File: src/rtl/enum_packer_pkg.sv
// Shared types for the enum packer: element encoding, FSM state types and
// the counter width helper.
package enum_packer_pkg;

    localparam int ELEM_WIDTH_DEF = 1;
    localparam int COUNT_DEF      = 2;

    // Element encoding; must stay identical to what the downstream cast
    // stage expects for EnumA/EnumB.
    typedef enum logic [0:0] {
        ELEM_A = 1'b0,
        ELEM_B = 1'b1
    } elem_e;

    typedef enum logic {
        ACC_EMPTY = 1'b0,
        ACC_FILL  = 1'b1
    } acc_state_e;

    typedef enum logic {
        OUT_IDLE = 1'b0,
        OUT_HOLD = 1'b1
    } out_state_e;

    // Counters must be able to represent COUNT itself (o_count reaches COUNT).
    function automatic int cnt_width(input int count);
        return $clog2(count + 1);
    endfunction

endpackage

File: src/rtl/enum_packer_out_reg.sv
// Output holding register for the enum packer. Holds one packed word and
// presents it with a valid/ready handshake towards the cast stage.
//
//   state    | meaning
//   ---------+-------------------------------------------------------------
//   OUT_IDLE | no word pending; data/count keep the last word sent
//   OUT_HOLD | word pending on data_o/count_o until ready_i is seen
module enum_packer_out_reg
    import enum_packer_pkg::*;
#(
    parameter int WORD_W    = 2,
    parameter int CNT_WIDTH = 2
) (
    input  logic                 i_clk,
    input  logic                 i_rst_n,
    input  logic                 load_i,
    input  logic [WORD_W-1:0]    word_i,
    input  logic [CNT_WIDTH-1:0] count_i,
    input  logic                 ready_i,
    output logic                 valid_o,
    output logic [WORD_W-1:0]    data_o,
    output logic [CNT_WIDTH-1:0] count_o,
    output logic                 ready_o
);

    out_state_e           state_q, state_d;
    logic [WORD_W-1:0]    data_q, data_d;
    logic [CNT_WIDTH-1:0] count_q, count_d;

    // Next state and register load; a load always wins over a drain so that
    // a transfer and a new word in the same cycle stay in OUT_HOLD.
    always_comb begin
        state_d = state_q;
        data_d  = data_q;
        count_d = count_q;
        unique case (state_q)
            OUT_IDLE: begin
                if (load_i) begin
                    state_d = OUT_HOLD;
                    data_d  = word_i;
                    count_d = count_i;
                end
            end
            OUT_HOLD: begin
                if (load_i) begin
                    data_d  = word_i;
                    count_d = count_i;
                end else if (ready_i) begin
                    state_d = OUT_IDLE;
                end
            end
            default: state_d = OUT_IDLE;
        endcase
    end

    // State and holding register.
    always_ff @(posedge i_clk or negedge i_rst_n) begin
        if (!i_rst_n) begin
            state_q <= OUT_IDLE;
            data_q  <= '0;
            count_q <= '0;
        end else begin
            state_q <= state_d;
            data_q  <= data_d;
            count_q <= count_d;
        end
    end

    assign valid_o = (state_q == OUT_HOLD);
    assign data_o  = data_q;
    assign count_o = count_q;
    // Upstream may only push while this slot is free or being drained.
    assign ready_o = !valid_o || ready_i;

    // A new word can only arrive when the slot can take it.
    a_load_when_ready: assert property (
        @(posedge i_clk) disable iff (!i_rst_n) load_i |-> ready_o);

    // A stalled word must not change under the consumer.
    a_hold_stable: assert property (
        @(posedge i_clk) disable iff (!i_rst_n)
        (valid_o && !ready_i) |=> (valid_o && $stable(data_o) && $stable(count_o)));

endmodule

File: src/rtl/enum_packer.sv
// Enum packer: collects COUNT narrow enum elements into one word for the
// enum-cast stage. A last-marker closes a partial word, zero-padded.
//
//   state     | meaning
//   ----------+------------------------------------------------------------
//   ACC_EMPTY | accumulator empty, acc_cnt == 0
//   ACC_FILL  | partial word held, 0 < acc_cnt < COUNT
module enum_packer
    import enum_packer_pkg::*;
#(
    parameter  int ELEM_WIDTH = ELEM_WIDTH_DEF,
    parameter  int COUNT      = COUNT_DEF,
    localparam int CNT_WIDTH  = cnt_width(COUNT)
) (
    input  logic                        i_clk,
    input  logic                        i_rst_n,
    input  logic                        i_valid,
    output logic                        o_ready,
    input  logic [ELEM_WIDTH-1:0]       i_data,
    input  logic                        i_last,
    output logic                        o_valid,
    input  logic                        i_ready,
    output logic [ELEM_WIDTH*COUNT-1:0] o_data,
    output logic [CNT_WIDTH-1:0]        o_count
);

    localparam int                   WORD_W    = ELEM_WIDTH * COUNT;
    localparam logic [CNT_WIDTH-1:0] LAST_SLOT = CNT_WIDTH'(COUNT - 1);

    acc_state_e           acc_state_q, acc_state_d;
    logic [WORD_W-1:0]    acc_q, acc_d;
    logic [CNT_WIDTH-1:0] acc_cnt_q, acc_cnt_d;

    logic                 out_ready;
    logic                 accept;
    logic                 completing;
    logic [WORD_W-1:0]    merged;
    logic [CNT_WIDTH-1:0] merged_cnt;

    assign accept     = i_valid && out_ready;
    assign completing = accept && (i_last || (acc_cnt_q == LAST_SLOT));
    assign merged_cnt = acc_cnt_q + CNT_WIDTH'(1);
    assign o_ready    = out_ready;

    // Current accumulator with the incoming element dropped into slot
    // acc_cnt; slots above it are still zero, which gives the padding.
    always_comb begin
        merged = acc_q;
        for (int k = 0; k < COUNT; k++) begin
            if (acc_cnt_q == CNT_WIDTH'(k)) begin
                merged[k*ELEM_WIDTH +: ELEM_WIDTH] = i_data;
            end
        end
    end

    // Accumulator next state: fill on plain beats, empty on a completing beat.
    always_comb begin
        acc_state_d = acc_state_q;
        acc_d       = acc_q;
        acc_cnt_d   = acc_cnt_q;
        unique case (acc_state_q)
            ACC_EMPTY, ACC_FILL: begin
                if (completing) begin
                    acc_state_d = ACC_EMPTY;
                    acc_d       = '0;
                    acc_cnt_d   = '0;
                end else if (accept) begin
                    acc_state_d = ACC_FILL;
                    acc_d       = merged;
                    acc_cnt_d   = merged_cnt;
                end
            end
            default: begin
                acc_state_d = ACC_EMPTY;
                acc_d       = '0;
                acc_cnt_d   = '0;
            end
        endcase
    end

    // Accumulator registers.
    always_ff @(posedge i_clk or negedge i_rst_n) begin
        if (!i_rst_n) begin
            acc_state_q <= ACC_EMPTY;
            acc_q       <= '0;
            acc_cnt_q   <= '0;
        end else begin
            acc_state_q <= acc_state_d;
            acc_q       <= acc_d;
            acc_cnt_q   <= acc_cnt_d;
        end
    end

    enum_packer_out_reg #(
        .WORD_W    (WORD_W),
        .CNT_WIDTH (CNT_WIDTH)
    ) u_out_reg (
        .i_clk   (i_clk),
        .i_rst_n (i_rst_n),
        .load_i  (completing),
        .word_i  (merged),
        .count_i (merged_cnt),
        .ready_i (i_ready),
        .valid_o (o_valid),
        .data_o  (o_data),
        .count_o (o_count),
        .ready_o (out_ready)
    );

    // The slot index never reaches COUNT; a completing beat resets it first.
    a_cnt_range: assert property (
        @(posedge i_clk) disable iff (!i_rst_n) acc_cnt_q <= LAST_SLOT);

    // State and count must agree on emptiness.
    a_state_cnt: assert property (
        @(posedge i_clk) disable iff (!i_rst_n)
        (acc_state_q == ACC_EMPTY) == (acc_cnt_q == '0));

endmodule

File: config.mk
export PLATFORM = sky130hd
export DESIGN_NAME = enum_packer
export DESIGN_NICKNAME = d
export VERILOG_FILES = /design/src/rtl/enum_packer_pkg.sv /design/src/rtl/enum_packer_out_reg.sv /design/src/rtl/enum_packer.sv
export SDC_FILE = /design/constraint.sdc
export NUM_CORES = 1
export LEC_CHECK = 0
export ABC_AREA = 1
export BUFFER_PORTS_ARGS = -buffer_cell sky130_fd_sc_hd__buf_4
export CORE_MARGIN = 1.5
export CORE_UTILIZATION = 25
export DETAILED_ROUTE_END_ITERATION = 10
export PLACE_DENSITY_LB_ADDON = 0.12
export REMOVE_ABC_BUFFERS = 1
export SLEW_MARGIN = 40
export SYNTH_ARGS = -nofsm -noshare
export SYNTH_HDL_FRONTEND = slang
export SYNTH_SLANG_ARGS = --single-unit
File: constraint.sdc
create_clock -name i_clk -period 1.9 [get_ports i_clk]
set_input_delay 0.19 -clock i_clk [delete_from_list [all_inputs] [get_ports i_clk]]
set_output_delay 0.19 -clock i_clk [all_outputs]
set_load 0.1 [all_outputs]
==> metrics, run 1 <==
status complete, no violations; Final Hold Slack roughly 0.24 ns; FF-to-FF End u_out_reg.data_o[1]; GRT busiest layer met2; die area between 0.002 and 0.0025 mm2; routing usage on met1 0.118; Seq cells post-synth 9; DRC viols 0; Synth cell types 10; WL/cell 9.76 um; Mean Syn Cell Area ~8.1 um2; chip width about 45 um; Nets between 70 and 80; Setup crit start kind flip-flop; Crit path buffers/inverters 1; Initial Utilization 0.279; global routing usage on met2 0.154; Tightest Pin Transition 0.279 ns; clock-pin slew on the worst setup and hold paths 0.06 ns; Critical Path Max Stage Delay 0.41 ns; delay-heaviest family, CP flip-flops; RSZ-0062 raised after global routing no; H-tree levels 1; Total GRT Usage 0.0984; 1st-pass router iterations 4; Inserted Clock Buffers 3; CP cell instances nand2_2, buf_4; sequential area share after synthesis 0.513; worst-path fanout max 6; Synth warnings 0; vias per cell between 4 and 5; layout cell share with drive strength beyond 1 0.286; Fin. Hold Viols 0; Leak Pwr between 0.3 and 0.4 nW; Root Driver clkbuf_4; I/O Buffers 11; via count about 350; Power Dens Cells around 1600 mW/mm2; Hold Startpoint i_valid; Slew Viols, Final 0; mapped cell area approximately 440 um2; Worst Path Required about 1.7 ns; core area 0.00158 mm2; CTS Sinks 9; Max IR drop VDD roughly 0.46 mV; DRT iter0 DRCs 4; Hold Crit Class in2reg; Gate Count Post-Synth between 50 and 60; Crit. End Element primary output; gpl congestion 0.806; grt total ovfl 0; hpwl dp about 670 um; setup violators final 0; wire length of the first global-routing pass 1.36 mm; later-pin clock latency in the skew report between 0.2 and 0.3 ns; final WL about 840 um; fmax about 0.77 GHz; Register-to-Register Path Depth 7; vias in the first global route 330; ant diodes 0; fin crit period between 1 and 1.5 ns; hold depth 3; Total Neg Setup Slack 0 ns; crit path kind reg2out; TritonCTS clock tree done; maxcap violations 0; I/O pin total 12; largest net degree at the start of global routing 10; ANT nets after route 0; Max Buffers Root-to-Sink 2; WHS Endpoint u_out_reg.count_o[1]; slowest cell on the critical path dfrtp_1; P&R area growth vs syn 31.6%; met3 GRT Util 0.0600; initial antenna violation count 0; Final Power 0.949 mW; register-to-register setup slack 0.72 ns; crit path DAT around 1.1 ns; skew final 0.00658 ns; setup repair bufs after CTS 0; R2R Path Start acc_cnt_q[1]; Die Ht between 40 and 50 um; Final Cycle Share 0.684; Worst slew margin 0.815; row count 14
## Yosys cell counts
library cell,instances,area (um2)
nand2_1,23,86.3
dfrtp_1,9,225
inv_1,7,26.3
nand3_1,5,25.0
ha_1,2,25.0
inv_2,2,7.51
nand2_2,2,12.5
nand4_1,2,12.5
a21oi_2,1,8.76
nand3_2,1,10.0
## worst register-to-register path: cells and delay by family (launching register included)
| kind | cells | cell delay, ns |
|---|---|---|
| simple gates | 4 | 0.40 |
| flops | 1 | 0.37 |
| fa+ha+maj | 1 | 0.17 |
| buf+inv | 2 | 0.14 |
## worst max-delay path by stage
stage / start / cells past startpoint / to / slack, ns
floorplan: u_out_reg.valid_o / 4 / u_out_reg.data_o[0] / -0.14
global placement: acc_cnt_q[1] / 7 / u_out_reg.data_o[1] / 0.72
detailed placement: acc_cnt_q[1] / 7 / u_out_reg.data_o[1] / 0.72
CTS: u_out_reg.valid_o / 2 / o_ready / 0.58
global route: u_out_reg.valid_o / 2 / o_ready / 0.54
finish: u_out_reg.valid_o / 2 / o_ready / 0.60
## kinds of logic (layout without fill, tap and decap cells)
kind of cell,Yosys count,count (layout),synth area share
AO/OA/AOI/OAI,1,1,0.0199
adder cells (fa/ha/maj),2,2,0.0570
buffers and inverters,9,25,0.0769
flip-flops,9,9,0.513
AND/OR/NAND/NOR,33,33,0.333
## stage by stage
stage          setup slack (ns)  utilization  std cells  cell area, um2
2_1_floorplan            -0.142            -         54             439
3_3_place_gp              0.719        0.344         81             542
3_5_place_dp              0.717        0.344         81             542
4_1_cts                   0.581        0.367         86             578
5_1_grt                   0.537        0.367         86             578
6_report                  0.601        0.367         86             578
## layout make-up
| cell class | instances | area, um2 |
|---|---|---|
| tap | 16 | 20.0 |
| sequential | 9 | 225 |
| timing repair buffer | 12 | 92.6 |
| clock buffer | 4 | 26.3 |
| fill | 162 | 998 |
| inverter | 9 | 33.8 |
| multi-input combinational | 36 | 180 |
## per-layer routing
layer / wire [um] / part of all wire
met5: 0 / 0
met2: 357 / 0.43
met4: 0 / 0
met1: 427 / 0.51
met3: 53 / 0.063
## sequential cells by signal, summed over array words and instances, names as in the netlist
name               flops
u_out_reg.count_o      2
u_out_reg.valid_o      1
u_out_reg.data_o       2
acc_cnt_q              2
acc_q                  2
## placed cells by master, fill, tap and decap left out
cell	netlist	routed
nand2_1	23	23
buf_4	0	11
dfrtp_1	9	9
inv_1	7	7
nand3_1	5	5
clkbuf_4	0	3
inv_2	2	2
nand2_2	2	2
nand4_1	2	2
ha_1	2	2
nand3_2	1	1
a21oi_2	1	1
clkbuf_1	0	1
dlygate4sd3_1	0	1
## power breakdown
part	switching, mW	total, mW	internal, mW
combinational	0.416	0.529	0.113
sequential	0.0325	0.279	0.247
clock	0.0605	0.141	0.0805
total	0.509	0.949	0.441
## what timing repair did
action	4_1_cts	5_1_grt
hold buffers	1	0
hold endpoints to repair	9	0
resized for setup	0	0
(Power assumes the default switching activity.)
==> run 2: changes to the inputs <==
==> constraint.sdc (replaced) <==
create_clock -name i_clk -period 1.3 [get_ports i_clk]
set_input_delay 0.13 -clock i_clk [delete_from_list [all_inputs] [get_ports i_clk]]
set_output_delay 0.13 -clock i_clk [all_outputs]
set_load 0.1 [all_outputs]
==> run 2 against run 1 <==
  * Sequential power grew 46%
  * Sequential cell count is the same
  * Critical path type unchanged
  * Highest routed layer unchanged
  * Routed wire length grew 13%
  * Sequential share of layout area shrank 1.1 points
  * Combinational power grew 50%
  * Clock-buffer cell count is the same
  * Via count grew 8.8%
  * Cell area grew 2.8%
==> metrics, run 2 (synthesis gave the netlist of run 1 again) <==
setup violators final 0 (unchanged); 1st-pass router iterations 6 (+2); Nets 79 (unchanged); Final Power 1.42 mW (+50%); Placement Setup Slack 0.141 ns (-0.576 ns); core area 0.00158 mm2 (unchanged); layout cell share with drive strength beyond 1 0.286 (unchanged); vias in the first global route 364 (+10%); later-pin clock latency in the skew report 0.26 ns (about the same); final worst slack 0.0883 ns (-0.513 ns); Layout Utilization 0.377 (+0.0103); crit path DAT 1.08 ns (-0.03 ns); sequential power share 0.285 (-0.009); ant diodes 0 (unchanged); DRC viols 0 (unchanged); most frequent cells in the layout 23 x nand2_1, 10 x buf_4, 9 x dfrtp_1; ANT nets after route 0 (unchanged); Power Dens Cells 2390 mW/mm2 (+46%); Die Ht 44.9 um (unchanged); RSZ-0062 raised after global routing no; Max Buffers Root-to-Sink 2 (unchanged); P&R area growth vs syn 35.3%; routing usage on met1 0.157 (+0.0393); Inserted Clock Buffers 3 (unchanged); die area 0.00202 mm2 (unchanged); P_sw 0.769 mW (+51%); I/O pin total 12 (unchanged); placed cell areas 542 um2 (unchanged); CTS Sinks 9 (unchanged); Worst Path Required 1.17 ns (-0.54 ns); final instance area 594 um2 (+2.8%); via count 385 (+8.8%); vias per cell 4.48 (+8.8%); final WL 950 um (+13%); WL/cell 11.0 um (+13%); row count 14 (unchanged); Slew Viols, Final 0 (unchanged); Setup crit start kind flip-flop; Gate power share 0.559 (+0.002); CP endpoint o_ready; Non-Filler Instances 86 (unchanged); crit path kind reg2out; Fillers 175 (+8.0%); GRT busiest layer met1; maxcap violations 0 (unchanged); Hold Crit Class in2reg; clock-pin slew on the worst setup and hold paths 0.06 ns (about the same); met3 GRT Util 0.0360 (-0.0240); Crit. End Element primary output; Worst slew margin 0.815 (about the same); Final Cycle Share 0.932; Fin. Hold Viols 0 (unchanged); Tightest Pin Transition 0.279 ns (+0.000153 ns); Leak Pwr 0.347 nW (+1.4%); I/O Buffers 11 (unchanged); grt total ovfl 0 (unchanged); skew final 0.000963 ns (-0.00561 ns); DRT iter0 DRCs 5 (+1); register-to-register setup slack 0.15 ns (-0.57 ns); Root Driver clkbuf_4; FF-to-FF End acc_q[0]; most common cell after layout, fill and taps aside nand2_1; fin crit period between 1 and 1.5 ns; internal power 0.653 mW (+48%); switching share of power 0.541 (+0.00511); TritonCTS clock tree done; gpl congestion 0.846 (+5.0%); wire length of the first global-routing pass 1.57 mm (+15%); hpwl dp 693 um (+2.8%); clock network power share 0.156 (+0.007); R2R Path Start acc_cnt_q[0]; Max IR drop VDD 1.02 mV (+120%); Total GRT Usage 0.116 (+0.0173); status complete, no violations; H-tree levels 1 (unchanged); Final Hold Slack 0.183 ns (-0.0564 ns); Initial Utilization 0.279 (unchanged); worst-path fanout max 6 (unchanged); fmax slightly above 0.8 GHz; post-placement cell count 81 (unchanged); Total Neg Setup Slack 0 ns (unchanged); global routing usage on met2 0.142 (-0.0116); largest net degree at the start of global routing 10 (unchanged); crit path from u_out_reg.valid_o; chip width 44.9 um (unchanged); Register-to-Register Path Depth 6 (-1); initial antenna violation count 0 (unchanged)
[run 2: what timing repair did]
| action | in CTS | in global routing |
|---|---|---|
| endpoints found under the hold margin | 9 | 0 |
| endpoints found under the setup margin | 0 | 5 |
| hold buffers | 1 | 0 |
| buffers inserted | 0 | 0 |
| resized for setup | 0 | 3 |
[run 2: worst min path at each step]
stage	start	to	cells after the start
2_1_floorplan	i_rst_n	acc_cnt_q[0]	0
3_3_place_gp	i_rst_n	acc_cnt_q[0]	1
3_5_place_dp	i_rst_n	acc_cnt_q[0]	1
4_1_cts	i_valid	u_out_reg.count_o[0]	3
5_1_grt	i_valid	u_out_reg.count_o[0]	3
6_report	i_valid	u_out_reg.count_o[0]	3
[run 2: layout make-up]
cell class,count,area [um2],share of cell area
flip-flops and latches,9,225,0.379
clock buffers,4,26.3,0.0442
multi-input cells,36,193,0.324
repair buffers,12,96.3,0.162
well taps,16,20.0,0.0337
inverters,9,33.8,0.0568
[run 2: worst max-delay path, stage by stage, from the launching register on]
cell and delay, ns:
dfrtp_1 0.41, nand2_2 0.16, buf_6 0.25
[run 2: power groups by stage]
stage	clock network (mW)	registers (mW)	logic (mW)
6_report	0.222	0.406	0.794
5_1_grt	0.242	0.416	0.843
4_1_cts	0.230	0.407	0.786
3_5_place_dp	0	0.411	0.777
3_3_place_gp	0	0.412	0.779
2_1_floorplan	0	0.814	0.206
[run 2: routing by layer]
metal,vias up,wire [um]
li1,199,-
met1,173,462
met2,13,437
met3,0,51
met4,0,0
met5,-,0
==> run 3: changes to the inputs <==
--- a/config.mk
+++ b/config.mk
@@ -12,7 +12,7 @@
 export DETAILED_ROUTE_END_ITERATION = 10
 export PLACE_DENSITY_LB_ADDON = 0.12
 export REMOVE_ABC_BUFFERS = 1
-export SLEW_MARGIN = 40
 export SYNTH_ARGS = -nofsm -noshare
 export SYNTH_HDL_FRONTEND = slang
+export SYNTH_HIERARCHICAL = 1
 export SYNTH_SLANG_ARGS = --single-unit
==> run 3 against run 2 <==
  * Clock skew shrank 0.00062 ns
  * Hold slack worse by 0.0088 ns
  * Sequential power rose by 1%
  * Clock-buffer cell count unchanged
==> metrics, run 3 <==
RSZ-0062 raised after global routing no; status complete, no violations; met3 GRT Util 0.0367 (+0.000735); crit path DAT 1.05 ns (-0.03 ns); R2R Path Start acc_cnt_q[1]; DRC viols 0 (unchanged); H-tree levels 1 (unchanged); layout cell share with drive strength beyond 1 0.306 (+0.0198); P_sw 0.774 mW (+0.64%); Tightest Pin Transition 0.278 ns (-0.00119 ns); Seq cells post-synth 9 (unchanged); Synth cell types 8 (-2); routing usage on met1 0.132 (-0.0248); Synth Area in Simple Gates 0.338 (+0.00490); Yosys top cell by area dfrtp_1; Main synth FF type dfrtp_1; crit path kind reg2out; global routing usage on met2 0.156 (+0.0139); Hold Startpoint i_ready; Gate Count Post-Synth 54 (unchanged); Hold Crit Class in2reg; Synth warnings 6 (+6); Die Ht 44.3 um (-1.5%); die area 0.00196 mm2 (-2.9%); Worst Path Required 1.17 ns (about the same); most frequent cell after synthesis nand2_1; Slew Viols, Final 0 (unchanged); clock-pin slew on the worst setup and hold paths 0.06 ns (about the same); Root Driver clkbuf_4; TritonCTS clock tree done; post-synthesis adder-cell area fraction 0.0588 (+0.00184); Leak Pwr 0.340 nW (-1.9%); sequential area share after synthesis 0.529 (+0.0166); skew final 0.000341 ns (-0.000621 ns); Final Cycle Share 0.908 (-0.0241); Setup crit start kind flip-flop; DRT iter0 DRCs 0 (-5); hpwl dp 643 um (-7.3%); Final Hold Slack 0.174 ns (-0.00879 ns); ANT nets after route 0 (unchanged); fraction of registers with async set/reset 1.00 (unchanged); via count 349 (-9.4%); final instance area 583 um2 (-1.9%); core area 0.00154 mm2 (-2.2%); largest family of logic cells by synthesized area simple AND/OR/NAND/NOR gates; mapped cell area 425 um2 (-3.1%); Worst slew margin 0.816 (about the same); P&R area growth vs syn 37.1%; WL/cell 9.74 um (-12%); XOR/XNOR Fraction of Synth Area 0 (unchanged); largest net degree at the start of global routing 10 (unchanged); Fin. Hold Viols 0 (unchanged); post-synthesis mux area share 0 (unchanged); vias per cell 3.97 (-11%); most common library cells after synthesis 32 x nand2_1, 9 x dfrtp_1, 5 x inv_1; I/O pin total 12 (unchanged); hold depth 4 (+1); later-pin clock latency in the skew report 0.25 ns (about the same); FF-to-FF End u_out_reg/count_o[0]; Initial Utilization 0.276 (-0.00260); Max Buffers Root-to-Sink 2 (unchanged); Register-to-Register Path Depth 7 (+1); initial antenna violation count 0 (unchanged); EDFF count, synth 0 (unchanged); ant diodes 0 (unchanged); gpl congestion 0.617 (-27%); internal power 0.664 mW (+1.7%); Area contributors post-synth dfrtp_1 53%, nand2_1 28%, ha_1 5.9%; fin crit period 1.18 ns (-0.0313 ns); 1st-pass router iterations 1 (-5); Max IR drop VDD 1.01 mV (-0.42%); Mean Syn Cell Area 7.88 um2 (-3.1%); GRT busiest layer met2; top-area cell type share of the netlist area 0.529 (+0.0166); worst-path fanout max 3 (-3); switching share of power 0.538 (-0.00272); maxcap violations 0 (unchanged); I/O Buffers 11 (unchanged); Crit. End Element primary output; register-to-register setup slack 0.16 ns (about the same); Total GRT Usage 0.110 (-0.00623); grt total ovfl 0 (unchanged); post-synthesis compound-gate area fraction 0.0118 (-0.00818); sequential power share 0.286 (about the same); most frequent cells in the layout 32 x nand2_1, 13 x buf_4, 9 x dfrtp_1; chip width 44.3 um (-1.5%); fmax 0.847 GHz (+2.7%); final WL 857 um (-9.8%); clock network power share 0.147 (-0.009); vias in the first global route 339 (-6.9%); row count 14 (unchanged); WHS Endpoint u_out_reg/valid_o; setup violators final 0 (unchanged); Gate power share 0.567 (+0.008); Inserted Clock Buffers 3 (unchanged); Nets 81 (+2.5%); CTS Sinks 9 (unchanged); placed cell areas 543 um2 (+0.23%); most common cell after layout, fill and taps aside nand2_1; Power Dens Cells 2470 mW/mm2 (+3.1%); wire length of the first global-routing pass 1.44 mm (-7.9%)
-- run 3: changes by cell type after synthesis, sizes merged --
cell	delta
nand3	-6
nand4	-2
nor2	+1
nand2	+9
inv	-2
-- run 3: how the worst max path moves through the flow --
stage	cells past startpoint	from	slack, ns	to
final	2	u_out_reg/valid_o	0.12	o_ready
after global routing	7	acc_cnt_q[1]	0.05	u_out_reg/data_o[1]
after CTS	7	acc_cnt_q[1]	0.1	u_out_reg/count_o[0]
after detailed placement	7	acc_cnt_q[1]	0.12	u_out_reg/count_o[0]
after global placement	7	acc_cnt_q[1]	0.14	u_out_reg/data_o[0]
after floorplan	5	u_out_reg/valid_o	-1.24	u_out_reg/valid_o
-- run 3: power groups by stage --
stage | Combinational, mW | Clock (mW) | Sequential [mW]
after floorplan | 0.210 | 0 | 0.839
after global placement | 0.810 | 0 | 0.418
after detailed placement | 0.815 | 0 | 0.417
after CTS | 0.819 | 0.227 | 0.412
after global routing | 0.866 | 0.245 | 0.425
final | 0.815 | 0.212 | 0.411
-- run 3: cell families after synthesis --
| kind of cell | count (synthesis) |
|---|---|
| compound gates | 1 |
| fa+ha+maj | 2 |
| buf+inv | 7 |
| flops | 9 |
| simple gates | 35 |
-- run 3: final cells by class --
cell class                 instances  area, um2
clock buffer                       4       26.3
sequential                         9        225
timing repair buffer              14        108
multi-input combinational         38        178
tap                               16       20.0
inverter                           7       26.3
fill                             168        958
-- run 3: stage by stage --
step                std cells  setup slack (ns)  power [mW]  utilization  TNS [ns]
floorplan                  54             -1.24        1.05            -    -11.01
global placement           83             0.137        1.23        0.352         0
detailed placement         83             0.121        1.23        0.352         0
CTS                        88            0.0976        1.46        0.376         0
global route               88            0.0519        1.54        0.378         0
finish                     88             0.120        1.44        0.378         0
-- run 3: worst max-delay path, cell delays in order (launching register included) --
cell,delay (ns)
dfrtp_1,0.37
nand2_1,0.12
buf_4,0.31
-- run 3: per-layer routing --
layer / share of wire / vias up
li1: - / 193
met1: 0.48 / 148
met2: 0.46 / 8
met3: 0.057 / 0
met4: 0 / 0
met5: 0 / -
-- run 3: timing repair --
item,CTS,global route
endpoints found under the setup margin,0,4
resized for setup,0,1
setup buffers,0,0
hold buffers,1,0
hold endpoints to repair,9,0
